## src/rtl/piso_pkg.sv

```systemverilog
// Shared types and frame geometry for the PISO serializer.
// Optional feature macro: PISO_SERIALIZER_PARITY_EN (appends one even-parity bit per frame).
package piso_pkg;

  // Controller states: waiting for a word, or presenting bits of a frame.
  typedef enum logic {
    IDLE  = 1'b0,
    SHIFT = 1'b1
  } state_t;

  // Number of serial cycles one accepted word occupies on the link.
  function automatic int frame_len(input int width);
`ifdef PISO_SERIALIZER_PARITY_EN
    return width + 1;
`else
    return width;
`endif
  endfunction

endpackage

```

## src/rtl/piso_bit_counter.sv

```systemverilog
// Loadable down-counter with a zero flag; saturates at zero.
module piso_bit_counter
  import piso_pkg::*;
#(
  parameter int CW = 3
) (
  input  logic          clk,
  input  logic          rst_n,
  input  logic          load,
  input  logic [CW-1:0] load_val,
  input  logic          dec,
  output logic          zero
);

  logic [CW-1:0] count;

  // Load has priority so a back-to-back accept on the last bit restarts the frame.
  always_ff @(posedge clk or negedge rst_n) begin
    if (!rst_n) begin
      count <= '0;
    end else if (load) begin
      count <= load_val;
    end else if (dec && (count != '0)) begin
      count <= count - 1'b1;
    end
  end

  assign zero = (count == '0);

endmodule

```

## src/rtl/piso_serializer.sv

```systemverilog
// Parallel-in/serial-out serializer feeding a sipo_shift_reg receiver.
// Optional feature macro: PISO_SERIALIZER_PARITY_EN (even-parity bit after the data bits).
//
// Handshake: a word is taken on a rising edge where in_valid && in_ready.
// in_ready depends only on registered state, never on in_valid; a sender
// that sees in_ready low must keep in_valid and parallel_in stable.
module piso_serializer
  import piso_pkg::*;
#(
  parameter int WIDTH     = 4,
  parameter int MSB_FIRST = 1
) (
  input  logic             clk,
  input  logic             rst_n,
  input  logic             in_valid,
  output logic             in_ready,
  input  logic [WIDTH-1:0] parallel_in,
  output logic             serial_out,
  output logic             serial_en,
  output logic             done
);

  localparam int            FRAME_LEN = frame_len(WIDTH);
  localparam int            CW        = $clog2(WIDTH + 1);
  localparam logic [CW-1:0] LOAD_VAL  = CW'(FRAME_LEN - 1);

  state_t           state;
  state_t           state_next;
  logic [WIDTH-1:0] shreg;
  logic [WIDTH-1:0] shreg_shifted;
  logic             cnt_zero;
  logic             accept;
  logic             data_bit;

  assign accept = in_valid && in_ready;

  // State register.
  always_ff @(posedge clk or negedge rst_n) begin
    if (!rst_n) begin
      state <= IDLE;
    end else begin
      state <= state_next;
    end
  end

  // Next-state and output decode; the last bit cycle doubles as an accept slot.
  always_comb begin
    state_next = state;
    in_ready   = 1'b0;
    serial_en  = 1'b0;
    done       = 1'b0;
    case (state)
      IDLE: begin
        in_ready = 1'b1;
        if (in_valid) state_next = SHIFT;
      end
      SHIFT: begin
        serial_en = 1'b1;
        if (cnt_zero) begin
          done     = 1'b1;
          in_ready = 1'b1;
          if (!in_valid) state_next = IDLE;
        end
      end
      default: state_next = IDLE;
    endcase
  end

  piso_bit_counter #(
    .CW (CW)
  ) u_counter (
    .clk      (clk),
    .rst_n    (rst_n),
    .load     (accept),
    .load_val (LOAD_VAL),
    .dec      (serial_en),
    .zero     (cnt_zero)
  );

  // Shift direction selects which end of the register is on the wire.
  always_comb begin
    if (MSB_FIRST != 0) begin
      shreg_shifted = {shreg[WIDTH-2:0], 1'b0};
      data_bit      = shreg[WIDTH-1];
    end else begin
      shreg_shifted = {1'b0, shreg[WIDTH-1:1]};
      data_bit      = shreg[0];
    end
  end

  // Capture the word on accept, otherwise advance one bit per SHIFT cycle.
  always_ff @(posedge clk or negedge rst_n) begin
    if (!rst_n) begin
      shreg <= '0;
    end else if (accept) begin
      shreg <= parallel_in;
    end else if (serial_en) begin
      shreg <= shreg_shifted;
    end
  end

`ifdef PISO_SERIALIZER_PARITY_EN
  logic par_q;

  // Parity is fixed at accept time so the shifting register needs no extra bit.
  always_ff @(posedge clk or negedge rst_n) begin
    if (!rst_n) begin
      par_q <= 1'b0;
    end else if (accept) begin
      par_q <= ^parallel_in;
    end
  end

  // Counter reaching zero marks the trailing parity cycle.
  assign serial_out = serial_en && (cnt_zero ? par_q : data_bit);
`else
  assign serial_out = serial_en && data_bit;
`endif

endmodule

```

## config.mk

```make
export PLATFORM = sky130hd
export DESIGN_NAME = piso_serializer
export DESIGN_NICKNAME = d
export VERILOG_FILES = /design/src/rtl/piso_pkg.sv /design/src/rtl/piso_bit_counter.sv /design/src/rtl/piso_serializer.sv
export SDC_FILE = /design/constraint.sdc
export NUM_CORES = 1
export LEC_CHECK = 0
export BUFFER_PORTS_ARGS = -buffer_cell sky130_fd_sc_hd__buf_2
export CORE_MARGIN = 2
export CORE_UTILIZATION = 35
export CTS_BUF_LIST = sky130_fd_sc_hd__clkbuf_8
export DETAILED_ROUTE_END_ITERATION = 6
export HOLD_SLACK_MARGIN = 0.08
export SLEW_MARGIN = 20
export SYNTH_ARGS = -nofsm -noshare
export SYNTH_HDL_FRONTEND = slang
export SYNTH_SLANG_ARGS = --single-unit
```

## constraint.sdc

```tcl
create_clock -name clk -period 1.73 [get_ports clk]
set_clock_uncertainty 0.2 [all_clocks]
set_input_delay 0.2595 -clock clk [delete_from_list [all_inputs] [get_ports clk]]
set_output_delay 0.2595 -clock clk [all_outputs]
set_load 0.005 [all_outputs]
```

==> flow_metrics.tcl, run 1 <==
set metrics [dict create \
    wl_per_cell_um 11.7 \
    synth_nets 57 \
    place.gp.congestion 0.732 \
    synth_area_per_cell_um2 9.75 \
    worstPathMaxFanout 11 \
    seqCellArea_um2 200 \
    core_um2 1270 \
    diodes 0 \
    grt_pass1_wl_mm 1.37 \
    reg2reg_slack_ns 0.34 \
    use_met2_pct 18.3 \
    yosys.area_share.adder_pct 5.35 \
    drive_above_1_share_pct 32.8 \
    syn-cell-area_um2 468 \
    endpoint_kind "output port" \
    hold_viol_final 0 \
    antenna_found_initial 0 \
    fin_crit_sh_pct 94.0 \
    grt_pass1_vias 321 \
    wirelength_um 889 \
    total_power_uw 975 \
    setup_tns_ns 0 \
    vias 371 \
    ant_nets 0 \
    dr.first_iter.drc_count 2 \
    use_met1_pct 17.6 \
    yosys.area_share.simple_pct 23.0 \
    multi_input_area_um2 249 \
    grt_max_degree 13 \
    postSynthCellCount 48 \
    ioPinCount 11 \
    start_util_pct 36.9 \
    worstPathArrival_ns 1.17 \
    cts_inserted_buffers 3 \
    synthMuxAreaShare_pct 2.14 \
    via_per_inst 4.88 \
    dp_hpwl_um 616 \
    ys_types 22 \
    slew_headroom_pct 75.4 \
    cts_root_buffer "clkbuf_8" \
    r2r-end "shreg[1]" \
    setup_ws_ns 0.104 \
    drv_slew 0 \
    htree_levels 1 \
    r2r_cells 5 \
    worstPathRequired_ns 1.27 \
    overflow 0 \
    rsz0062_at_grt "no" \
    hold_class "in2reg" \
    crit_type "reg2out" \
    reg2reg_from "u_counter.count[0]" \
    die_y_um 40.6 \
    grtUsageTotal_pct 14.7 \
    hold_start "parallel_in[2]" \
    irDropWorstVdd_mv 0.884 \
    port_buffers 10 \
    n_fill_cell 131 \
    area_delta_synth_final_pct 27.0 \
    grtUsageMet3_pct 6.67 \
    synth_xor_area_share_pct 0 \
    whs_path_depth 3 \
    clk_latency_ns 0.23 \
    yosys_warnings 0 \
    cts_sinks 8 \
    max_freq_mhz 615 \
    dpl_worst_slack_ns 0.263 \
    rows 13 \
    status "finished clean" \
    cts_tree "done" \
    fin_nets 72 \
    synth_compound_area_share_pct 20.1 \
    clk_pin_slew_ns 0.04 \
    p_per_area_nw_per_um2 1640 \
    post-route-min-period_ns 1.63 \
    drc 0 \
    synth-seq-cells 8 \
    seq_area_frac_synth_pct 42.8 \
    busiest_layer "met2" \
    whs_endpoint "shreg[2]" \
    firstDrtPassIters 4 \
    p_leak_uw 0.000271 \
    cap_violations 0 \
    fp.dieW_um 40.6 \
    setup_viol 0 \
    die_area_um2 1650 \
    synth_top_family_by_area "simple AND/OR/NAND/NOR gates" \
    start_kind "flip-flop" \
    worstMarginPinSlew_ns 0.369 \
    clock_path_buffers 2 \
]
cell type report:
class | instances | share of cell area [%]
multi-input combinational | 34 | 41.9
inverter | 4 | 2.53
tap | 15 | 3.16
sequential | 8 | 33.7
timing repair buffer | 12 | 11.8
clock buffer | 3 | 6.95
through the flow:
stage / hold slack (ns) / std cells / util [%] / area, um2
floorplan: -0.236 / 48 / - / 468
global placement: -0.0802 / 71 / 41.0 / 520
detailed placement: -0.0802 / 71 / 41.0 / 520
CTS: 0.108 / 76 / 45.9 / 582
global route: 0.122 / 76 / 46.8 / 594
finish: 0.111 / 76 / 46.8 / 594
layer usage:
layer	routed length, um	vias to the layer above
met4	34	0
met3	56	4
li1	-	194
met1	416	159
met5	0	-
met2	381	14
critical path, cell delays in order, from the launching register on:
cell,delay [ns]
dfrtp_1,0.55
inv_2,0.14
nor2_1,0.13
buf_2,0.12
worst max-delay path by stage:
| stage | start | to | depth (start not counted) |
|---|---|---|---|
| 6_report | state | done | 3 |
| 2_1_floorplan | u_counter.count[0] | shreg[1] | 5 |
| 3_3_place_gp | u_counter.count[0] | in_ready | 5 |
| 3_5_place_dp | u_counter.count[0] | in_ready | 5 |
| 4_1_cts | u_counter.count[0] | in_ready | 5 |
| 5_1_grt | state | done | 3 |
flip-flops by register name (all words and copies together) (netlist names):
register and count:
u_counter.count 3, state 1, shreg 4
cells in the mapped netlist (all sizes together):
| cell type | instances | area share, % |
|---|---|---|
| nor2 | 3 | 2.4 |
| and2 | 4 | 5.9 |
| ha | 2 | 5.3 |
| nand2b | 2 | 4.3 |
| dfrtp | 8 | 43 |
| and2b | 1 | 1.6 |
| a31o | 1 | 1.9 |
| a31oi | 4 | 5.3 |
| buf | 2 | 3.5 |
| inv | 4 | 3.2 |
| o21ai | 4 | 4.3 |
| a211oi | 4 | 7.5 |
| a21oi | 1 | 1.1 |
| mux2i | 1 | 2.1 |
| nand2 | 5 | 5.6 |
| nor3b | 2 | 3.2 |
kinds of logic (layout without fill, tap and decap cells):
family / Yosys count / after routing
buf+inv: 6 / 19
compound gates: 14 / 14
fa+ha+maj: 2 / 2
mux: 1 / 1
flops: 8 / 8
simple gates: 17 / 17
timing repair:
action	CTS	global route
setup endpoints to repair	0	2
hold buffers	2	0
setup buffers	0	0
hold endpoints to repair	9	0
gates resized for setup	0	3
report_power, final:
| group | total (uW) | switching, uW | internal, uW |
|---|---|---|---|
| combinational | 421 | 211 | 210 |
| clock | 221 | 70.4 | 150 |
| sequential | 334 | 69.3 | 265 |
| total | 975 | 350 | 625 |
cells in the final DEF, fill, tap and decap left out, types with 2 or more instances in the layout:
cell type	instances
and2_1	3
buf_2	10
inv_1	2
dfrtp_1	8
nor2_1	3
o21ai_0	4
nor3b_1	2
inv_2	2
a211oi_1	3
dlygate4sd3_1	2
a31oi_1	4
clkbuf_8	3
nand2_1	4
(Power assumes the default switching activity.)
==> run 2, diff against run 1 <==
==> constraint.sdc (replaced) <==
create_clock -name clk -period 1.4 [get_ports clk]
set_clock_uncertainty 0.2 [all_clocks]
set_input_delay 0.21 -clock clk [delete_from_list [all_inputs] [get_ports clk]]
set_output_delay 0.21 -clock clk [all_outputs]
set_load 0.005 [all_outputs]
==> run 2 against run 1 <==
  * The run now ends with setup timing left
  * Sequential share of layout area fell by 4.5 points
  * Cell area rose by 16%
  * Clock-buffer cell count did not move
  * Critical path depth rose by 2
  * Non-clock buffer count rose by 10
  * Register-to-register slack got worse by 0.39 ns
  * Die area did not move
  * Sequential cell count did not move
  * Critical endpoint unchanged
==> flow_metrics.tcl, run 2 (synthesized netlist as in run 1, its figures left out) <==
set metrics [dict create \
    status "complete, but fails checks" \
    violations "setup timing" \
    hold_viol_final 0 \
    cts_tree "done" \
    worstPathArrival_ns 1.10 \
    clk_latency_ns 0.22 \
    die_y_um 40.6 \
    p_clk_share_pct 19.4 \
    antenna_found_initial 0 \
    worstPathRequired_ns 0.99 \
    switchingPower_uw 489 \
    r2r_cells 6 \
    post-route-min-period_ns 1.51 \
    cts_sinks 8 \
    worstMarginPinSlew_ns 0.219 \
    start_kind "flip-flop" \
    cts_root_buffer "clkbuf_8" \
    drc 0 \
    swShare_pct 34.8 \
    grtUsageTotal_pct 15.8 \
    crit_chain "inv_2 -> ha_4 -> nand2b_4 -> nor2_1 -> buf_2" \
    max_freq_mhz 660 \
    drv_slew 0 \
    vias 426 \
    place.gp.congestion 0.756 \
    whs_path_depth 2 \
    cp-startpoint "u_counter.count[0]" \
    pwr-share-seq_pct 28.6 \
    p_leak_uw 0.000316 \
    place_area_um2 551 \
    grt_pass1_vias 408 \
    area_delta_synth_final_pct 47.3 \
    slew_headroom_pct 85.4 \
    stdcell_area_um2 689 \
    diodes 0 \
    layout_commonest_cell "buf_2" \
    layout_common_cells "buf_2, buf_4, dfrtp_1" \
    fp.dieW_um 40.6 \
    irDropWorstVdd_mv 0.931 \
    wl_per_cell_um 12.0 \
    dp.cells 75 \
    cp_slowest_cell "dfrtp_1" \
    r2r-end "shreg[1]" \
    reg_top3 "shreg x4, u_counter.count x3, state x1" \
    via_per_inst 4.95 \
    reg2reg_from "u_counter.count[0]" \
    reg2reg_slack_ns -0.05 \
    overflow 0 \
    dp_hpwl_um 675 \
    start_util_pct 36.9 \
    critPathBufInv 2 \
    whs_endpoint "shreg[2]" \
    cp_slowest_stage_delay_ns 0.38 \
    cts_inserted_buffers 3 \
    core_um2 1270 \
    endpoint_kind "output port" \
    worstPathMaxFanout 4 \
    port_buffers 10 \
    rsz0062_at_grt "yes" \
    p_per_area_nw_per_um2 2040 \
    htree_levels 1 \
    hold_start "in_valid" \
    hold_class "in2reg" \
    ant_nets 0 \
    regMostFlops "shreg" \
    grt_max_degree 13 \
    largest_register_ff_count 4 \
    wirelength_mm 1.03 \
    clk_pin_slew_ns 0.04 \
    clock_path_buffers 2 \
    setup_tns_ns -0.349 \
    firstDrtPassIters 4 \
    cp_top_family "flip-flops" \
    drive_above_1_share_pct 42.3 \
    post_layout_nonfiller_instances 86 \
    die_area_um2 1650 \
    combPwrFrac_pct 51.9 \
    setup_viol 7 \
    fin_crit_sh_pct 108 \
    total_power_uw 1410 \
    fin_nets 82 \
    internal-power_uw 918 \
    rows 13 \
    grt_pass1_wl_mm 1.64 \
    setup_ws_ns -0.114 \
    dr.first_iter.drc_count 8 \
    ioPinCount 11 \
    crit_type "reg2out" \
    cap_violations 0 \
]
==> run 2: final cells by class <==
type | instances | area (um2)
Fill cell | 118 | 579
Inverter | 4 | 15.0
Tap cell | 15 | 18.8
Multi-Input combinational cell | 34 | 254
Timing Repair Buffer | 22 | 159
Sequential cell | 8 | 201
Clock buffer | 3 | 41.3
==> run 2: timing repair <==
| action | in CTS | in global routing |
|---|---|---|
| setup buffers | 3 | 0 |
| hold buffers | 5 | 0 |
| endpoints found under the hold margin | 12 | 0 |
| gates resized for setup | 7 | 1 |
| setup endpoints to repair | 7 | 7 |
| pin swaps | 2 | 2 |
==> run 2: routing by layer <==
layer,track usage [%],part of all wire [%],wire (um)
met1,19.3,48,495
met2,23.4,45,463
met3,5.00,6.4,66
met4,10.0,0.58,6
met5,0,0,0
==> run 2: worst max-delay path by stage <==
| stage | end | slack [ns] | cells after the start |
|---|---|---|---|
| 2_1_floorplan | shreg[1] | 0.05 | 5 |
| 3_3_place_gp | shreg[1] | -0.007 | 5 |
| 3_5_place_dp | shreg[1] | -0.003 | 5 |
| 4_1_cts | done | -0.11 | 5 |
| 5_1_grt | done | -0.18 | 5 |
| 6_report | done | -0.11 | 5 |
==> run 2: power by group through the flow <==
stage               Clock [uW]  Combinational (uW)  Sequential, uW
finish                     273                 730             403
global route               295                 819             414
CTS                        284                 717             405
detailed placement           0                 578             399
global placement             0                 571             398
floorplan                    0                 405             377
==> run 2: through the flow <==
step	hold WS (ns)	util (%)	setup slack [ns]
floorplan	-0.286	-	0.0467
global placement	-0.132	43.4	-0.00696
detailed placement	-0.131	43.4	-0.00349
CTS	0.147	54.3	-0.111
global route	0.181	54.3	-0.181
finish	0.148	54.3	-0.114
